==> src/rtl/wb_arbiter_2_pkg.sv <==
// ---------------------------------------------------------------------------
// arbiter_pkg
// Purpose : shared types and constants for the Wishbone arbiter blocks.
//           Holds the arbitration state enumeration, the reset value of the
//           round-robin pointer and a helper that maps a master index onto
//           its grant state.
// Ports   : none (package).
// ---------------------------------------------------------------------------
package arbiter_pkg;

  // Arbitration states: no owner, or bus owned by master 0 / master 1.
  typedef enum logic [1:0] {
    IDLE   = 2'd0,
    GRANT0 = 2'd1,
    GRANT1 = 2'd2
  } arb_state_e;

  // last_grant comes out of reset pointing at master 1, so master 0 wins the
  // first contention.
  localparam logic RESET_LAST_GRANT = 1'b1;

  // Grant state belonging to master index idx.
  function automatic arb_state_e grant_state(input logic idx);
    return idx ? GRANT1 : GRANT0;
  endfunction

endpackage

==> src/rtl/wb_arbiter_2_if.sv <==
// ---------------------------------------------------------------------------
// wb_arbiter_2_if
// Purpose : bundles the two upstream Wishbone master ports and the single
//           downstream slave port of the two-master arbiter.
// Signals : mN_cyc_i/stb_i/we_i/adr_i/dat_i/sel_i  master N request
//           mN_ack_o/dat_o                          response to master N
//           s_cyc_o/stb_o/we_o/adr_o/dat_o/sel_o    request to the slave
//           s_ack_i/dat_i                           slave response
// Modports: slave  - the arbiter's view (it is the slave of the masters and
//                    drives the downstream request).
//           master - the environment's view (masters plus downstream slave),
//                    driving every arbiter input and observing its outputs.
// ---------------------------------------------------------------------------
interface wb_arbiter_2_if #(
  parameter int DATA_WIDTH = 32,
  parameter int ADDR_WIDTH = 32
);
  localparam int SEL_WIDTH = DATA_WIDTH / 8;

  // Master 0
  logic                  m0_cyc_i;
  logic                  m0_stb_i;
  logic                  m0_we_i;
  logic [ADDR_WIDTH-1:0] m0_adr_i;
  logic [DATA_WIDTH-1:0] m0_dat_i;
  logic [SEL_WIDTH-1:0]  m0_sel_i;
  logic                  m0_ack_o;
  logic [DATA_WIDTH-1:0] m0_dat_o;

  // Master 1
  logic                  m1_cyc_i;
  logic                  m1_stb_i;
  logic                  m1_we_i;
  logic [ADDR_WIDTH-1:0] m1_adr_i;
  logic [DATA_WIDTH-1:0] m1_dat_i;
  logic [SEL_WIDTH-1:0]  m1_sel_i;
  logic                  m1_ack_o;
  logic [DATA_WIDTH-1:0] m1_dat_o;

  // Downstream slave
  logic                  s_cyc_o;
  logic                  s_stb_o;
  logic                  s_we_o;
  logic [ADDR_WIDTH-1:0] s_adr_o;
  logic [DATA_WIDTH-1:0] s_dat_o;
  logic [SEL_WIDTH-1:0]  s_sel_o;
  logic                  s_ack_i;
  logic [DATA_WIDTH-1:0] s_dat_i;

  modport slave (
    input  m0_cyc_i, m0_stb_i, m0_we_i, m0_adr_i, m0_dat_i, m0_sel_i,
    output m0_ack_o, m0_dat_o,
    input  m1_cyc_i, m1_stb_i, m1_we_i, m1_adr_i, m1_dat_i, m1_sel_i,
    output m1_ack_o, m1_dat_o,
    output s_cyc_o, s_stb_o, s_we_o, s_adr_o, s_dat_o, s_sel_o,
    input  s_ack_i, s_dat_i
  );

  modport master (
    output m0_cyc_i, m0_stb_i, m0_we_i, m0_adr_i, m0_dat_i, m0_sel_i,
    input  m0_ack_o, m0_dat_o,
    output m1_cyc_i, m1_stb_i, m1_we_i, m1_adr_i, m1_dat_i, m1_sel_i,
    input  m1_ack_o, m1_dat_o,
    input  s_cyc_o, s_stb_o, s_we_o, s_adr_o, s_dat_o, s_sel_o,
    output s_ack_i, s_dat_i
  );

endinterface

==> src/rtl/wb_arbiter_2.sv <==
// ---------------------------------------------------------------------------
// wb_arbiter_2
// Purpose : two-master Wishbone arbiter in front of an SRAM controller slave.
//           A registered FSM (IDLE / GRANT0 / GRANT1) owns the bus decision;
//           the downstream request and the acks are muxed combinationally
//           from the current owner. Contention is resolved round-robin via
//           last_grant, and a grant is held for as long as its master keeps
//           cyc asserted.
// Ports   : clk_i  - sole clock, rising edge
//           rst_i  - synchronous, active-high reset
//           bus    - wb_arbiter_2_if.slave: both master ports plus the
//                    downstream slave port
// ---------------------------------------------------------------------------
module wb_arbiter_2
  import arbiter_pkg::*;
#(
  parameter int DATA_WIDTH = 32,
  parameter int ADDR_WIDTH = 32
) (
  input  logic          clk_i,
  input  logic          rst_i,
  wb_arbiter_2_if.slave bus
);

  localparam int SEL_WIDTH = DATA_WIDTH / 8;

  arb_state_e r_state;
  logic       r_last_grant;

  logic                  w_req0;
  logic                  w_req1;
  logic                  w_s_cyc;
  logic                  w_s_stb;
  logic                  w_s_we;
  logic [ADDR_WIDTH-1:0] w_s_adr;
  logic [DATA_WIDTH-1:0] w_s_dat;
  logic [SEL_WIDTH-1:0]  w_s_sel;
  logic                  w_m0_ack;
  logic                  w_m1_ack;

  // A master requests the bus by raising cyc; stb is only forwarded.
  assign w_req0 = bus.m0_cyc_i;
  assign w_req1 = bus.m1_cyc_i;

  // Arbitration FSM. Leaving a grant always passes through IDLE, which gives
  // the one dead cycle between owners and keeps the first cyc cycle of a new
  // owner from reaching the slave.
  always_ff @(posedge clk_i) begin
    if (rst_i) begin
      r_state      <= IDLE;
      r_last_grant <= RESET_LAST_GRANT;
    end else begin
      case (r_state)
        IDLE: begin
          if (w_req0 && w_req1) begin
            // Contention: hand the bus to whoever did not own it last.
            r_state      <= grant_state(~r_last_grant);
            r_last_grant <= ~r_last_grant;
          end else if (w_req0) begin
            r_state      <= GRANT0;
            r_last_grant <= 1'b0;
          end else if (w_req1) begin
            r_state      <= GRANT1;
            r_last_grant <= 1'b1;
          end
        end
        GRANT0: begin
          if (!w_req0) r_state <= IDLE;
        end
        GRANT1: begin
          if (!w_req1) r_state <= IDLE;
        end
        default: r_state <= IDLE;
      endcase
    end
  end

  // Output mux. The owner's request passes straight through, so a master
  // dropping cyc mid-transfer drops s_cyc_o in the same cycle. In IDLE
  // everything is driven to zero, which also swallows stray slave acks.
  always_comb begin
    w_s_cyc  = 1'b0;
    w_s_stb  = 1'b0;
    w_s_we   = 1'b0;
    w_s_adr  = '0;
    w_s_dat  = '0;
    w_s_sel  = '0;
    w_m0_ack = 1'b0;
    w_m1_ack = 1'b0;
    case (r_state)
      GRANT0: begin
        w_s_cyc  = bus.m0_cyc_i;
        w_s_stb  = bus.m0_stb_i;
        w_s_we   = bus.m0_we_i;
        w_s_adr  = bus.m0_adr_i;
        w_s_dat  = bus.m0_dat_i;
        w_s_sel  = bus.m0_sel_i;
        w_m0_ack = bus.s_ack_i;
      end
      GRANT1: begin
        w_s_cyc  = bus.m1_cyc_i;
        w_s_stb  = bus.m1_stb_i;
        w_s_we   = bus.m1_we_i;
        w_s_adr  = bus.m1_adr_i;
        w_s_dat  = bus.m1_dat_i;
        w_s_sel  = bus.m1_sel_i;
        w_m1_ack = bus.s_ack_i;
      end
      default: ;
    endcase
  end

  assign bus.s_cyc_o  = w_s_cyc;
  assign bus.s_stb_o  = w_s_stb;
  assign bus.s_we_o   = w_s_we;
  assign bus.s_adr_o  = w_s_adr;
  assign bus.s_dat_o  = w_s_dat;
  assign bus.s_sel_o  = w_s_sel;
  assign bus.m0_ack_o = w_m0_ack;
  assign bus.m1_ack_o = w_m1_ack;

  // Read data is broadcast; only the ack tells a master it is meant for it.
  assign bus.m0_dat_o = bus.s_dat_i;
  assign bus.m1_dat_o = bus.s_dat_i;

endmodule

==> src/flat_wrapper.sv <==
// flat-port wrapper written by rule: the top's interface ports become plain ports
module wb_arbiter_2_flat import arbiter_pkg::*;
#(
  parameter int DATA_WIDTH = 32,
  parameter int ADDR_WIDTH = 32
)
  (clk_i, rst_i, bus_m0_cyc_i, bus_m0_stb_i, bus_m0_we_i, bus_m0_adr_i, bus_m0_dat_i, bus_m0_sel_i, bus_m0_ack_o, bus_m0_dat_o, bus_m1_cyc_i, bus_m1_stb_i, bus_m1_we_i, bus_m1_adr_i, bus_m1_dat_i, bus_m1_sel_i, bus_m1_ack_o, bus_m1_dat_o, bus_s_cyc_o, bus_s_stb_o, bus_s_we_o, bus_s_adr_o, bus_s_dat_o, bus_s_sel_o, bus_s_ack_i, bus_s_dat_i);
  wb_arbiter_2_if #(.DATA_WIDTH(DATA_WIDTH), .ADDR_WIDTH(ADDR_WIDTH)) bus_i ();
  input  logic clk_i;
  input  logic rst_i;
  input wire logic [$bits(bus_i.m0_cyc_i)-1:0] bus_m0_cyc_i;
  input wire logic [$bits(bus_i.m0_stb_i)-1:0] bus_m0_stb_i;
  input wire logic [$bits(bus_i.m0_we_i)-1:0] bus_m0_we_i;
  input wire logic [$bits(bus_i.m0_adr_i)-1:0] bus_m0_adr_i;
  input wire logic [$bits(bus_i.m0_dat_i)-1:0] bus_m0_dat_i;
  input wire logic [$bits(bus_i.m0_sel_i)-1:0] bus_m0_sel_i;
  output wire logic [$bits(bus_i.m0_ack_o)-1:0] bus_m0_ack_o;
  output wire logic [$bits(bus_i.m0_dat_o)-1:0] bus_m0_dat_o;
  input wire logic [$bits(bus_i.m1_cyc_i)-1:0] bus_m1_cyc_i;
  input wire logic [$bits(bus_i.m1_stb_i)-1:0] bus_m1_stb_i;
  input wire logic [$bits(bus_i.m1_we_i)-1:0] bus_m1_we_i;
  input wire logic [$bits(bus_i.m1_adr_i)-1:0] bus_m1_adr_i;
  input wire logic [$bits(bus_i.m1_dat_i)-1:0] bus_m1_dat_i;
  input wire logic [$bits(bus_i.m1_sel_i)-1:0] bus_m1_sel_i;
  output wire logic [$bits(bus_i.m1_ack_o)-1:0] bus_m1_ack_o;
  output wire logic [$bits(bus_i.m1_dat_o)-1:0] bus_m1_dat_o;
  output wire logic [$bits(bus_i.s_cyc_o)-1:0] bus_s_cyc_o;
  output wire logic [$bits(bus_i.s_stb_o)-1:0] bus_s_stb_o;
  output wire logic [$bits(bus_i.s_we_o)-1:0] bus_s_we_o;
  output wire logic [$bits(bus_i.s_adr_o)-1:0] bus_s_adr_o;
  output wire logic [$bits(bus_i.s_dat_o)-1:0] bus_s_dat_o;
  output wire logic [$bits(bus_i.s_sel_o)-1:0] bus_s_sel_o;
  input wire logic [$bits(bus_i.s_ack_i)-1:0] bus_s_ack_i;
  input wire logic [$bits(bus_i.s_dat_i)-1:0] bus_s_dat_i;
  assign bus_i.m0_cyc_i = bus_m0_cyc_i;
  assign bus_i.m0_stb_i = bus_m0_stb_i;
  assign bus_i.m0_we_i = bus_m0_we_i;
  assign bus_i.m0_adr_i = bus_m0_adr_i;
  assign bus_i.m0_dat_i = bus_m0_dat_i;
  assign bus_i.m0_sel_i = bus_m0_sel_i;
  assign bus_m0_ack_o = bus_i.m0_ack_o;
  assign bus_m0_dat_o = bus_i.m0_dat_o;
  assign bus_i.m1_cyc_i = bus_m1_cyc_i;
  assign bus_i.m1_stb_i = bus_m1_stb_i;
  assign bus_i.m1_we_i = bus_m1_we_i;
  assign bus_i.m1_adr_i = bus_m1_adr_i;
  assign bus_i.m1_dat_i = bus_m1_dat_i;
  assign bus_i.m1_sel_i = bus_m1_sel_i;
  assign bus_m1_ack_o = bus_i.m1_ack_o;
  assign bus_m1_dat_o = bus_i.m1_dat_o;
  assign bus_s_cyc_o = bus_i.s_cyc_o;
  assign bus_s_stb_o = bus_i.s_stb_o;
  assign bus_s_we_o = bus_i.s_we_o;
  assign bus_s_adr_o = bus_i.s_adr_o;
  assign bus_s_dat_o = bus_i.s_dat_o;
  assign bus_s_sel_o = bus_i.s_sel_o;
  assign bus_i.s_ack_i = bus_s_ack_i;
  assign bus_i.s_dat_i = bus_s_dat_i;
  wb_arbiter_2 #(.DATA_WIDTH(DATA_WIDTH), .ADDR_WIDTH(ADDR_WIDTH)) u_core (.clk_i(clk_i), .rst_i(rst_i), .bus(bus_i));
endmodule
==> config.mk <==
export PLATFORM = sky130hd
export DESIGN_NAME = wb_arbiter_2_flat
export DESIGN_NICKNAME = d
export VERILOG_FILES = /design/src/rtl/wb_arbiter_2_pkg.sv /design/src/rtl/wb_arbiter_2_if.sv /design/src/rtl/wb_arbiter_2.sv /design/src/flat_wrapper.sv
export SDC_FILE = /design/constraint.sdc
export NUM_CORES = 1
export LEC_CHECK = 0
export CAP_MARGIN = 5
export CORE_AREA = 2 2 122 124
export CTS_CLUSTER_DIAMETER = 150
export DETAILED_ROUTE_END_ITERATION = 6
export DIE_AREA = 0 0 124 126
export PLACE_DENSITY = 0.66
export SLEW_MARGIN = 20
export SYNTH_ARGS = -nofsm -noshare
export SYNTH_HDL_FRONTEND = slang
export SYNTH_SLANG_ARGS = --single-unit
==> constraint.sdc <==
create_clock -name clk_i -period 1.5 [get_ports clk_i]
set_clock_uncertainty 0.2 [all_clocks]
set_input_delay 0.3 -clock clk_i [delete_from_list [all_inputs] [get_ports clk_i]]
set_output_delay 0.3 -clock clk_i [all_outputs]
set_load 0.02 [all_outputs]
==> impl_results.md <==
- Status: finished with violations
- Violated checks: setup timing
- Initial Util: 0.123
- Layout Cells excl Fill: 601
- DRT iter0 DRCs: 28
- Final Wtd Congestion: 0.874
- WS Path Type: register to output pin
- Number of diodes: 0
- FF/Latch Area: 67.6 um2
- Placement Cell Area: 0.00421 mm2
- Clock Sinks: 3
- Max Slew Vio Count: 0
- H-Tree Depth: 1
- Lkg Pwr: 1.63 nW
- RSZ-0062 raised after global routing: yes
- TritonCTS clock tree: yes
- Die height: 126 um
- Crit path cell chain: inv_4, ha_4, buf_6, clkbuf_16, a22oi_2, nor2b_2, buf_6
- Clock slew at reported path FFs: 0.03 ns
- Multi-input logic area: 0.00174 mm2
- Post-layout min period: 2.04 ns
- IR drop worst, VDD: 341 uV
- Worst-path fanout max: 5
- Number of buffers created by CTS: 3
- Final Hold Vio Count: 0
- Final Hold Slack: 0.354 ns
- Placed cells: 579
- Vias in the first global route: 2523
- Io pins: 314
- Number of hold buffers added after cts: 0
- Worst setup EP type: output pin
- Power per cell area: 566 mW/mm2
- First-pass GRT wire length: 12.6 mm
- Seq/Total Area, Yosys: 0.0340
- Die W: 124 um
- Root buf cell: clkbuf_16
- Post-placement setup slack: -0.733 ns
- Total setup violations reported at the end of the flow: 75
- Final nets: 598
- Fmax: 0.490 GHz
- Port Buffers: 217
- Layout cells sized above 1: 0.595
- Critical path data required time: 1.00 ns
- Slew Limit Headroom: 0.815
- Yosys cell types: 19
- Max Cap Viol: 0
- GR Overflow Total: 0
- Vias per cell: 4.12
- Avg Cell Area, Syn: 7.06 um2
- Largest net degree at the start of global routing: 36
- CTS Buffer Depth: 2
- Global-route usage over all layers: 0.103
- Critical path arrival: 1.54 ns
- FF+latch count, synth: 3
- Total chip power: 2.72 mW
- Hold crit path type: register to register
- Mapped cell area: 0.00176 mm2
- Vias: 2475
- Core Rows: 44
- R2R setup slack: -0.23 ns
- Worst setup margin: -0.540 ns
- Clock Latency Late Sink: 0.22 ns
- Core Area: 0.0143 mm2
- Layout Area Growth over Synthesis: 172%
- Fin util: 0.335
- Final setup TNS: -33.34 ns
- Actual slew at the worst max-slew pin: 0.278 ns
- CP dominant cell by count: buf_6
- Final Cell Area: 0.00480 mm2
- YS warnings: 0
- Final period util: 1.36
- Startpoint Class: register
- DIE AREA: 0.0156 mm2
- Final WL: 10.1 mm
- Fill cells: 1456
- Detailed Place HPWL: 7.26 mm
- Synth Instances: 250
- Crit-path slowest cell: dfxtp_4
- Mean routed wirelength per cell: 16.8 um
- Net Count, Synth: 430
- Initial antenna violation count: 0
- Pre-antenna DRT Iters: 4
- Antenna viol nets, final: 0
- Largest stage delay on the critical path: 0.36 ns
- DRC Markers: 0
-- registers in the layout, indices dropped and copies added (netlist names) --
register,cells
u_core.r_state,2
u_core.r_last_grant,1
-- worst paths after layout --
check / to / from / cells past startpoint
worst max-delay path: bus_s_adr_o[18] / u_core.r_state[1] / 7
worst min-delay path: u_core.r_state[0] / u_core.r_state[0] / 2
worst max register to register: u_core.r_state[1] / u_core.r_state[1] / 7
worst min register to register: u_core.r_state[0] / u_core.r_state[0] / 2
-- final cells by class --
class                      count  area share
multi-input combinational    158       0.363
timing repair buffer         250       0.556
sequential                     3      0.0141
tap                          184      0.0479
clock buffer                   4      0.0164
inverter                       2     0.00261
-- kinds of logic (layout without fill, tap and decap cells) --
| kind of cell | count (synthesis) | count (layout) | share of synthesized area |
|---|---|---|---|
| buffers and inverters | 89 | 256 | 0.338 |
| AND/OR/NAND/NOR | 78 | 78 | 0.277 |
| AO/OA/AOI/OAI | 77 | 77 | 0.330 |
| adder cells (fa/ha/maj) | 3 | 3 | 0.0213 |
| flip-flops | 3 | 3 | 0.0340 |
-- routing by layer --
layer	vias to the layer above	track usage	wire length (um)
met4	0	0.0357	253
li1	1160	-	-
met5	-	0	0
met3	31	0.0240	827
met2	122	0.208	5600
met1	1162	0.0975	3440
-- repair_timing --
| action | in CTS | in global routing |
|---|---|---|
| buffers inserted | 0 | 11 |
| gates cloned | 0 | 7 |
| setup endpoints to repair | 75 | 75 |
| pin swaps | 3 | 5 |
| gates resized for setup | 346 | 132 |
-- cells in the mapped netlist --
library cell	n	area [um2]
a21oi_1	1	5.00
ha_1	3	37.5
buf_2	15	75.1
and2_1	2	12.5
a21boi_1	1	7.51
buf_4	65	488
or2_2	1	6.26
a22oi_1	70	526
nand2b_1	1	6.26
a22oi_2	1	12.5
a21o_1	1	7.51
inv_1	2	7.51
nor2_1	1	3.75
nand3b_1	2	15.0
a31oi_1	1	6.26
nor2b_1	71	444
clkbuf_1	7	26.3
o32ai_1	2	17.5
dfxtp_1	3	60.1
-- power breakdown --
| part | switching, mW | internal [mW] | leakage, nW |
|---|---|---|---|
| registers | 0.0118 | 0.0916 | 0.0261 |
| clock network | 0.0662 | 0.350 | 0.0382 |
| logic | 0.898 | 1.30 | 1.57 |
-- cell usage in the layout, fill, tap and decap left out, types with 2 or more instances in the layout --
cell             count
o32ai_1              2
nor2b_4             25
nor2b_2             46
buf_6               63
inv_4                2
nand3b_1             2
clkdlybuf4s50_1    144
ha_4                 3
clkbuf_16            7
a22oi_2             57
buf_4               27
and2_4               2
buf_8                2
dfxtp_4              2
buf_12               9
a22oi_1             14
-- worst max-delay path, delay by kind of cell (launching register included) --
family	cells	cell delay, ns
buffers and inverters	4	0.47
adders and majority gates	1	0.20
and+or+nand+nor	1	0.07
AOI/OAI and AO/OA	1	0.22
DFF	1	0.36
No activity file was read; power rests on OpenSTA's default activity.
